**config.mk**
```make
export PLATFORM = sky130hd
export DESIGN_NAME = shift_reg_ctr_flat
export DESIGN_NICKNAME = d
export VERILOG_FILES = /design/src/rtl/shift_reg_ctr_pkg.sv /design/src/rtl/shift_reg_ctr_if.sv /design/src/rtl/shift_reg_ctr_bit_cell.sv /design/src/rtl/shift_reg_ctr.sv /design/src/flat_wrapper.sv
export SDC_FILE = /design/constraint.sdc
export NUM_CORES = 1
export LEC_CHECK = 0
export ABC_AREA = 1
export CORE_AREA = 2 2 92 94
export CTS_CLUSTER_SIZE = 40
export DETAILED_ROUTE_END_ITERATION = 10
export DIE_AREA = 0 0 94 96
export PLACE_DENSITY = 0.56
export SYNTH_ARGS = -nofsm -noshare
export SYNTH_HDL_FRONTEND = slang
export SYNTH_HIERARCHICAL = 1
export SYNTH_SLANG_ARGS = --single-unit
export TNS_END_PERCENT = 50
```
**constraint.sdc**
```tcl
create_clock -name clk -period 4.56 [get_ports clk]
set_input_delay 1.368 -clock clk [delete_from_list [all_inputs] [get_ports clk]]
set_output_delay 1.368 -clock clk [all_outputs]
set_load 0.05 [all_outputs]
```
**src/rtl/shift_reg_ctr_pkg.sv**
```systemverilog
// Shared action/select encodings and default widths for the shift_reg_ctr slice.
package shift_reg_ctr_pkg;

  localparam int DEF_WIDTH     = 16;
  localparam int DEF_COUNT_MAX = 16;
  localparam int DEF_CNT_W     = 5;

  typedef enum logic [2:0] {
    ACT_HOLD = 3'd0,
    ACT_CLR  = 3'd1,
    ACT_LD   = 3'd2,
    ACT_SHR  = 3'd3,
    ACT_SHL  = 3'd4
  } act_e;

  typedef enum logic [1:0] {
    SEL_LOAD = 2'd0,
    SEL_SHL  = 2'd1,
    SEL_SHR  = 2'd2
  } sel_e;

  // Fixed priority clr > ld > shr > shl > hold.
  function automatic act_e decode_act(input logic clr, input logic ld,
                                      input logic shr, input logic shl);
    if (clr)      return ACT_CLR;
    else if (ld)  return ACT_LD;
    else if (shr) return ACT_SHR;
    else if (shl) return ACT_SHL;
    else          return ACT_HOLD;
  endfunction

endpackage

```
**src/rtl/shift_reg_ctr_if.sv**
```systemverilog
// Command/data bundle of shift_reg_ctr; rot exists only when SHIFT_REG_CTR_ROTATE_EN is defined.
interface shift_reg_ctr_if #(
  parameter int WIDTH = 16,
  parameter int CNT_W = 5
);
  logic             clr;
  logic             ld;
  logic             shl;
  logic             shr;
  logic             arith;
  logic             sin;
`ifdef SHIFT_REG_CTR_ROTATE_EN
  logic             rot;
`endif
  logic [WIDTH-1:0] in;
  logic [WIDTH-1:0] out;
  logic             sout;
  logic [CNT_W-1:0] cnt;
  logic             cnt_done;

  modport master (
`ifdef SHIFT_REG_CTR_ROTATE_EN
    output rot,
`endif
    output clr, ld, shl, shr, arith, sin, in,
    input  out, sout, cnt, cnt_done
  );

  modport slave (
`ifdef SHIFT_REG_CTR_ROTATE_EN
    input  rot,
`endif
    input  clr, ld, shl, shr, arith, sin, in,
    output out, sout, cnt, cnt_done
  );
endinterface

```
**src/rtl/shift_reg_ctr_bit_cell.sv**
```systemverilog
// One register bit: 3-way next-value mux (load/shl/shr) feeding an enabled flop.
module shreg_bit_cell
  import shift_reg_ctr_pkg::*;
(
  input  logic clk,
  input  logic rst_b,
  input  logic en,
  input  sel_e sel,
  input  logic d_load,
  input  logic d_shl,
  input  logic d_shr,
  output logic q
);

  logic q_q;
  logic q_d;

  always_comb begin
    q_d = q_q;
    if (en) begin
      case (sel)
        SEL_LOAD: q_d = d_load;
        SEL_SHL:  q_d = d_shl;
        SEL_SHR:  q_d = d_shr;
        default:  q_d = q_q;
      endcase
    end
  end

  always_ff @(posedge clk or negedge rst_b) begin
    if (!rst_b) q_q <= 1'b0;
    else        q_q <= q_d;
  end

  assign q = q_q;

endmodule

```
**src/rtl/shift_reg_ctr.sv**
```systemverilog
// Shift register with parallel load and saturating shift counter.
// Define SHIFT_REG_CTR_ROTATE_EN to add the rot input (rotate instead of sin/arith fill).
module shift_reg_ctr
  import shift_reg_ctr_pkg::*;
#(
  parameter int WIDTH     = DEF_WIDTH,
  parameter int COUNT_MAX = DEF_COUNT_MAX,
  parameter int CNT_W     = DEF_CNT_W
) (
  input  logic           clk,
  input  logic           rst_b,
  shift_reg_ctr_if.slave bus
);

  localparam logic [CNT_W-1:0] CNT_SAT = CNT_W'(COUNT_MAX);

  act_e             act;
  sel_e             sel;
  logic             en;
  logic             fill_shl;
  logic             fill_shr;
  logic [WIDTH-1:0] out_w;
  logic [WIDTH-1:0] load_val;
  logic [WIDTH-1:0] shl_src;
  logic [WIDTH-1:0] shr_src;
  logic [CNT_W-1:0] cnt_q;
  logic [CNT_W-1:0] cnt_d;

  always_comb begin
    act      = decode_act(bus.clr, bus.ld, bus.shr, bus.shl);
    en       = (act != ACT_HOLD);
    sel      = SEL_LOAD;
    load_val = (act == ACT_CLR) ? '0 : bus.in;
    fill_shl = bus.sin;
    fill_shr = bus.arith ? out_w[WIDTH-1] : bus.sin;
`ifdef SHIFT_REG_CTR_ROTATE_EN
    if (bus.rot) begin
      fill_shl = out_w[WIDTH-1];
      fill_shr = out_w[0];
    end
`endif
    case (act)
      ACT_SHL: sel = SEL_SHL;
      ACT_SHR: sel = SEL_SHR;
      default: sel = SEL_LOAD;
    endcase
  end

  assign shl_src = {out_w[WIDTH-2:0], fill_shl};
  assign shr_src = {fill_shr, out_w[WIDTH-1:1]};

  for (genvar i = 0; i < WIDTH; i++) begin : g_cell
    shreg_bit_cell u_cell (
      .clk    (clk),
      .rst_b  (rst_b),
      .en     (en),
      .sel    (sel),
      .d_load (load_val[i]),
      .d_shl  (shl_src[i]),
      .d_shr  (shr_src[i]),
      .q      (out_w[i])
    );
  end

  // Counter restarts on clr/ld and holds at COUNT_MAX while data keeps shifting.
  always_comb begin
    cnt_d = cnt_q;
    case (act)
      ACT_CLR, ACT_LD:  cnt_d = '0;
      ACT_SHR, ACT_SHL: cnt_d = (cnt_q == CNT_SAT) ? cnt_q : cnt_q + 1'b1;
      default:          cnt_d = cnt_q;
    endcase
  end

  always_ff @(posedge clk or negedge rst_b) begin
    if (!rst_b) cnt_q <= '0;
    else        cnt_q <= cnt_d;
  end

  always_comb begin
    bus.sout = 1'b0;
    case (act)
      ACT_SHL: bus.sout = out_w[WIDTH-1];
      ACT_SHR: bus.sout = out_w[0];
      default: bus.sout = 1'b0;
    endcase
  end

  assign bus.out      = out_w;
  assign bus.cnt      = cnt_q;
  assign bus.cnt_done = (cnt_q == CNT_SAT);

endmodule

```
**src/flat_wrapper.sv**
```systemverilog
// flat-port wrapper written by rule: the top's interface ports become plain ports
module shift_reg_ctr_flat import shift_reg_ctr_pkg::*;
#(
  parameter int WIDTH     = DEF_WIDTH,
  parameter int COUNT_MAX = DEF_COUNT_MAX,
  parameter int CNT_W     = DEF_CNT_W
)
  (clk, rst_b, bus_clr, bus_ld, bus_shl, bus_shr, bus_arith, bus_sin, bus_in, bus_out, bus_sout, bus_cnt, bus_cnt_done);
  shift_reg_ctr_if #(.WIDTH(WIDTH), .CNT_W(CNT_W)) bus_i ();
  input  logic clk;
  input  logic rst_b;
  input wire logic [$bits(bus_i.clr)-1:0] bus_clr;
  input wire logic [$bits(bus_i.ld)-1:0] bus_ld;
  input wire logic [$bits(bus_i.shl)-1:0] bus_shl;
  input wire logic [$bits(bus_i.shr)-1:0] bus_shr;
  input wire logic [$bits(bus_i.arith)-1:0] bus_arith;
  input wire logic [$bits(bus_i.sin)-1:0] bus_sin;
  input wire logic [$bits(bus_i.in)-1:0] bus_in;
  output wire logic [$bits(bus_i.out)-1:0] bus_out;
  output wire logic [$bits(bus_i.sout)-1:0] bus_sout;
  output wire logic [$bits(bus_i.cnt)-1:0] bus_cnt;
  output wire logic [$bits(bus_i.cnt_done)-1:0] bus_cnt_done;
  assign bus_i.clr = bus_clr;
  assign bus_i.ld = bus_ld;
  assign bus_i.shl = bus_shl;
  assign bus_i.shr = bus_shr;
  assign bus_i.arith = bus_arith;
  assign bus_i.sin = bus_sin;
  assign bus_i.in = bus_in;
  assign bus_out = bus_i.out;
  assign bus_sout = bus_i.sout;
  assign bus_cnt = bus_i.cnt;
  assign bus_cnt_done = bus_i.cnt_done;
  shift_reg_ctr #(.WIDTH(WIDTH), .COUNT_MAX(COUNT_MAX), .CNT_W(CNT_W)) u_core (.clk(clk), .rst_b(rst_b), .bus(bus_i));
endmodule
```
**Word-level counts from Yosys, hierarchy flattened**

Cells that the tools add are included.

- Add/subtract/negate cells: 1
- Eq/ne operators: 9
- Muxes and demuxes: 26
- Reduce and logical (&&, ||, !) cells: 9

Operators by type and width:

| cell | number |
|---|---|
| 1-bit one-hot mux with 3 select lines | 16 |
| 16-bit 2-to-1 mux | 1 |
| 3-bit 2-to-1 mux | 4 |
| 5-bit one-hot mux with 2 select lines | 1 |
| 3-bit by 2-bit equality test with 1-bit output, second input constant | 2 |
| 3-bit nonzero test | 2 |
| 5-bit by 1-bit adder with 5-bit output, second input constant | 1 |
| 5-bit equality test, second input constant | 1 |
| 5-bit 2-to-1 mux | 1 |
| 2-bit != test, second input constant | 2 |
| 2-bit one-hot mux with 2 select lines | 1 |
| 2-bit AND reduction | 2 |
| 2-bit OR reduction | 2 |
| 3-bit by 1-bit equality test with 1-bit output, second input constant | 1 |
| 3-bit equality test, second input constant | 1 |
| 3-bit AND reduction | 1 |
| 2-bit by 1-bit equality test with 1-bit output, second input constant | 1 |
| 2-bit equality test, second input constant | 1 |
| 2-bit logical NOT | 1 |
| 1-bit one-hot mux with 2 select lines | 1 |
| 2-bit nonzero test | 1 |
| 1-bit 2-to-1 mux | 1 |

- Register bits: 21
- Output and inout port bits: 23
- Word-level logic and storage cells: 62

**Longest topological paths before layout**

Gate-level depths: netlist (run 1).

- Word-level depth: 9
- Gate-level depth with buffers: 11
- Depth with buffers taken out: 10

**By module**

The synthesis (run 1) kept the hierarchy.

By module, submodules not included:

| module | instances | cells an instance | area an instance (um^2) | sequential area each (um^2) |
|---|---|---|---|---|
| shreg_bit_cell | 16 | 17 | 112.6 | 25.0 |
| shift_reg_ctr | 1 | 93 | 560.5 | 125.1 |

**Worst setup path after synthesis (run 1)**

OpenSTA, ideal clock, no wires.

- Kind: input to output
- Start: input port bus_clr
- End: output port bus_sout
- Data arrival time: 2,943 ps
- Data required time: 3,192 ps
- Path slack: 249 ps
- Stages on the path: 6
- Buffers on the path: 1
- Cell sequence: buf_6 > nor2_8 > nand2_1 > inv_1 > nand2_1 > nand2_1

- Cells in the longest elaborated chain, start to end: 3
- Elaborated cells on any way between the ends: 4
- Classes of those cells: 2 x eq/ne; 2 x mux

RTL lines:

| item | RTL line | text |
|---|---|---|
| start, declared | flat_wrapper.sv:12 | `input wire logic [$bits(bus_i.clr)-1:0] bus_clr;` |
| 3-bit 2-to-1 mux * | shift_reg_ctr_pkg.sv:25 | `if (clr) return ACT_CLR;` |
| 3-bit by 2-bit equality test with 1-bit output or 3-bit equality test (tied branches) | shift_reg_ctr.sv:82 | `case (act)` |
| 1-bit one-hot mux with 2 select lines * | shift_reg_ctr.sv:82 |  |
| end, declared | flat_wrapper.sv:20 | `output wire logic [$bits(bus_i.sout)-1:0] bus_sout;` |

Mark *: on every way between the ends. The rest lies on a longest branch, timed or not.

**Final worst setup path (run 1)**

Ends and elaborated chain as after synthesis.

==> results.toml, run 1 <==
[critical_path]
max_stage_delay_ns = 0.50
arrival_ns = 2.57
crit_path_end = "bus_sout"
startpoint = "bus_clr"
crit_type = "in2out"
crit_chain = "clkdlybuf4s50_1, nor2_8, nand3_1, inv_2, nand2_1, nand2_1, buf_12"
path_buf_inv = 3
slowest_stage = "clkdlybuf4s50_1"
worstPathRequired_ns = 3.19
path_delay_family = "buffers and inverters"
cp.depth = 7
reg2reg_from = "u_core/bus.cnt[0]$_DFFE_PN0P_"
reg2reg_to = "u_core/bus.cnt[4]$_DFFE_PN0P_"
critPathLaunchType = "input port"
end_kind = "primary output"
r2r_slack_ns = 3.36
r2r_cells = 8
critPathMaxFanout = 5
cpMostUsedCell = "nand2_1"

[clock_tree]
postCtsSetupBuffers = 0
ctsHoldBuffers = 0
ctsLongestPathBuffers = 2
clk_latency_ns = 0.26
cts_tree = "done"
cts_resized = 0
cts.clk_slew.worst_paths_ns = 0.08
htreeDepth = 1
cts.sinks = 21
cts-root-buf = "clkbuf_8"
numCtsBuffers = 3

[floorplanning]
rows = 33
core_um2 = 8050
fp.dieW_um = 94
initial_core_util = 0.293
ios = 47
die_y_um = 96
dieArea_um2 = 9020

[sta]
setup-tns-final_ns = 0
worst_slew_pin_slew_ns = 1.03
finalHoldViolCount = 0
setup_viol = 0
max_clock_freq_mhz = 254
rsz0062_at_grt = "no"
slew_viol_final = 0
post-route-min-period_ns = 3.94
relSlewSlack = 0.308
skew_ns = 0.00305
period_share = 0.864

[power_and_ir_drop]
p_per_area_nw_per_um2 = 185
vdd_drop_max_mv = 0.0848
p_leak_nw = 1.71

[place]
place_area_um2 = 2970
numPortBuffers = 46
gp_congestion = 0.799
post-dp-hpwl_mm = 3.57

[global_route]
grt_max_degree = 49
grt_pass1_vias = 1877
overflow = 0
grt_first_pass_wirelength_mm = 8.44
grt_usage = 0.115
antenna_found_initial = 0

[layout]
nets = 490
fillers = 847
drive_gt1_frac = 0.0386
multiInputGateArea_um2 = 1470
fin_area_um2 = 3010
diodes = 0
final-seq-area_um2 = 526
areaGrowthSynthToFinish_pct = 27.4

[route]
drt-initial-drc-count = 88
drt_wl_total_mm = 5.12
avgRoutedWirePerCell_um = 9.85
num_vias = 2170
vias_per_cell = 4.17
drc = 0
postRouteAntennaNets = 0
drt_first_pass_iters = 5

[yosys]
yosysUniqueCellTypes = 19
synth_seq_cells = 21
ys_seq_area_frac = 0.222
syn-num-nets = 439
netlist_instances = 365
syn_area_um2 = 2360
syn_avg_cell_area_um2 = 6.47
yosys_warnings = 6

[flow_run]
cap_violations = 0

[worst_hold_path]
hp-class = "reg2reg"

[status]
outcome = "completed"
==> where the power goes <==
part | internal [mW] | leakage, nW | switching, mW
Combinational | 0.0771 | 1.42 | 0.130
Clock | 0.0623 | 0.0228 | 0.0630
Sequential | 0.203 | 0.271 | 0.0222
Total | 0.342 | 1.71 | 0.215
==> final cells by class <==
| class | count | area share |
|---|---|---|
| repair buffers | 49 | 0.164 |
| well taps | 105 | 0.0436 |
| multi-input cells | 250 | 0.490 |
| clock buffers | 4 | 0.0150 |
| inverters | 91 | 0.113 |
| flip-flops and latches | 21 | 0.175 |
==> Yosys cell counts, drive strengths merged <==
| cell type | count | area (µm²) |
|---|---|---|
| buf | 3 | 21.3 |
| ha | 50 | 626 |
| inv | 90 | 338 |
| nor2 | 52 | 214 |
| o21ai | 1 | 8.76 |
| mux2 | 1 | 11.3 |
| xor2 | 1 | 8.76 |
| clkinv | 1 | 3.75 |
| nand3 | 25 | 143 |
| dfrtp | 21 | 526 |
| nand4 | 2 | 12.5 |
| nand2 | 118 | 450 |
==> metrics by stage <==
step / setup WS (ns) / instances / util / hold slack [ns] / power (mW)
2_1_floorplan: 0.249 / 365 / - / 0.777 / 0.354
3_3_place_gp: 0.601 / 516 / 0.368 / 0.535 / 0.436
3_5_place_dp: 0.607 / 516 / 0.368 / 0.535 / 0.439
4_1_cts: 0.596 / 520 / 0.374 / 0.554 / 0.569
5_1_grt: 0.518 / 520 / 0.374 / 0.570 / 0.598
6_report: 0.621 / 520 / 0.374 / 0.555 / 0.558
==> metal layers <==
metal | part of all wire | track usage | wire (µm)
met5 | 0 | 0 | 0
met2 | 0.47 | 0.203 | 2420
met1 | 0.48 | 0.150 | 2450
met4 | 0.0064 | 0.0193 | 33
met3 | 0.043 | 0.0204 | 221
==> flip-flops by register name (all words and copies together), names as in the netlist <==
name / cells
u_core/bus.cnt: 5
u_core/g_cell.u_cell/q: 16
==> worst min-delay path, stage by stage, from the launching register on <==
cell	delay (ns)
dfrtp_1	0.40
nand2_1	0.07
nand2_1	0.05
==> kinds of logic (layout without fill, tap and decap cells) <==
family / after synthesis / count (layout) / synth area share
compound gates: 1 / 1 / 0.00371
xor+xnor: 1 / 1 / 0.00371
buf+inv: 94 / 144 / 0.154
simple gates: 197 / 197 / 0.347
mux: 1 / 1 / 0.00477
fa+ha+maj: 50 / 50 / 0.265
flops: 21 / 21 / 0.222
==> worst min path at each step <==
stage | end | cells after the start | startpoint
6_report | u_core/g_cell[8].u_cell/q$_DFFE_PN0P_ | 2 | u_core/g_cell[8].u_cell/q$_DFFE_PN0P_
5_1_grt | u_core/g_cell[3].u_cell/q$_DFFE_PN0P_ | 2 | u_core/g_cell[3].u_cell/q$_DFFE_PN0P_
4_1_cts | u_core/g_cell[8].u_cell/q$_DFFE_PN0P_ | 2 | u_core/g_cell[8].u_cell/q$_DFFE_PN0P_
3_5_place_dp | u_core/g_cell[8].u_cell/q$_DFFE_PN0P_ | 2 | u_core/g_cell[8].u_cell/q$_DFFE_PN0P_
3_3_place_gp | u_core/g_cell[3].u_cell/q$_DFFE_PN0P_ | 2 | u_core/g_cell[3].u_cell/q$_DFFE_PN0P_
2_1_floorplan | u_core/g_cell[0].u_cell/q$_DFFE_PN0P_ | 2 | u_core/g_cell[0].u_cell/q$_DFFE_PN0P_
==> layout by cell type, fill, tap and decap left out, drive strengths merged <==
cell             n
buf              4
clkbuf           4
clkdlybuf4s50   45
clkinv           1
dfrtp           21
ha              50
inv             90
mux2             1
nand2          118
nand3           25
nand4            2
nor2            52
o21ai            1
xor2             1
No activity file was read; power rests on OpenSTA's default activity.
==> inputs of run 2 (changes only) <==
- MAX_ROUTING_LAYER: not set -> met4
- SKIP_CTS_REPAIR_TIMING: not set -> 1
==> results of run 2 <==
Same layout as run 1: the final DEF is identical, and so are final timing and power.
Main changes from that run: final weighted congestion in routability-driven placement 0.799 -> 0.811; overall routing resource usage 0.115 -> 0.118
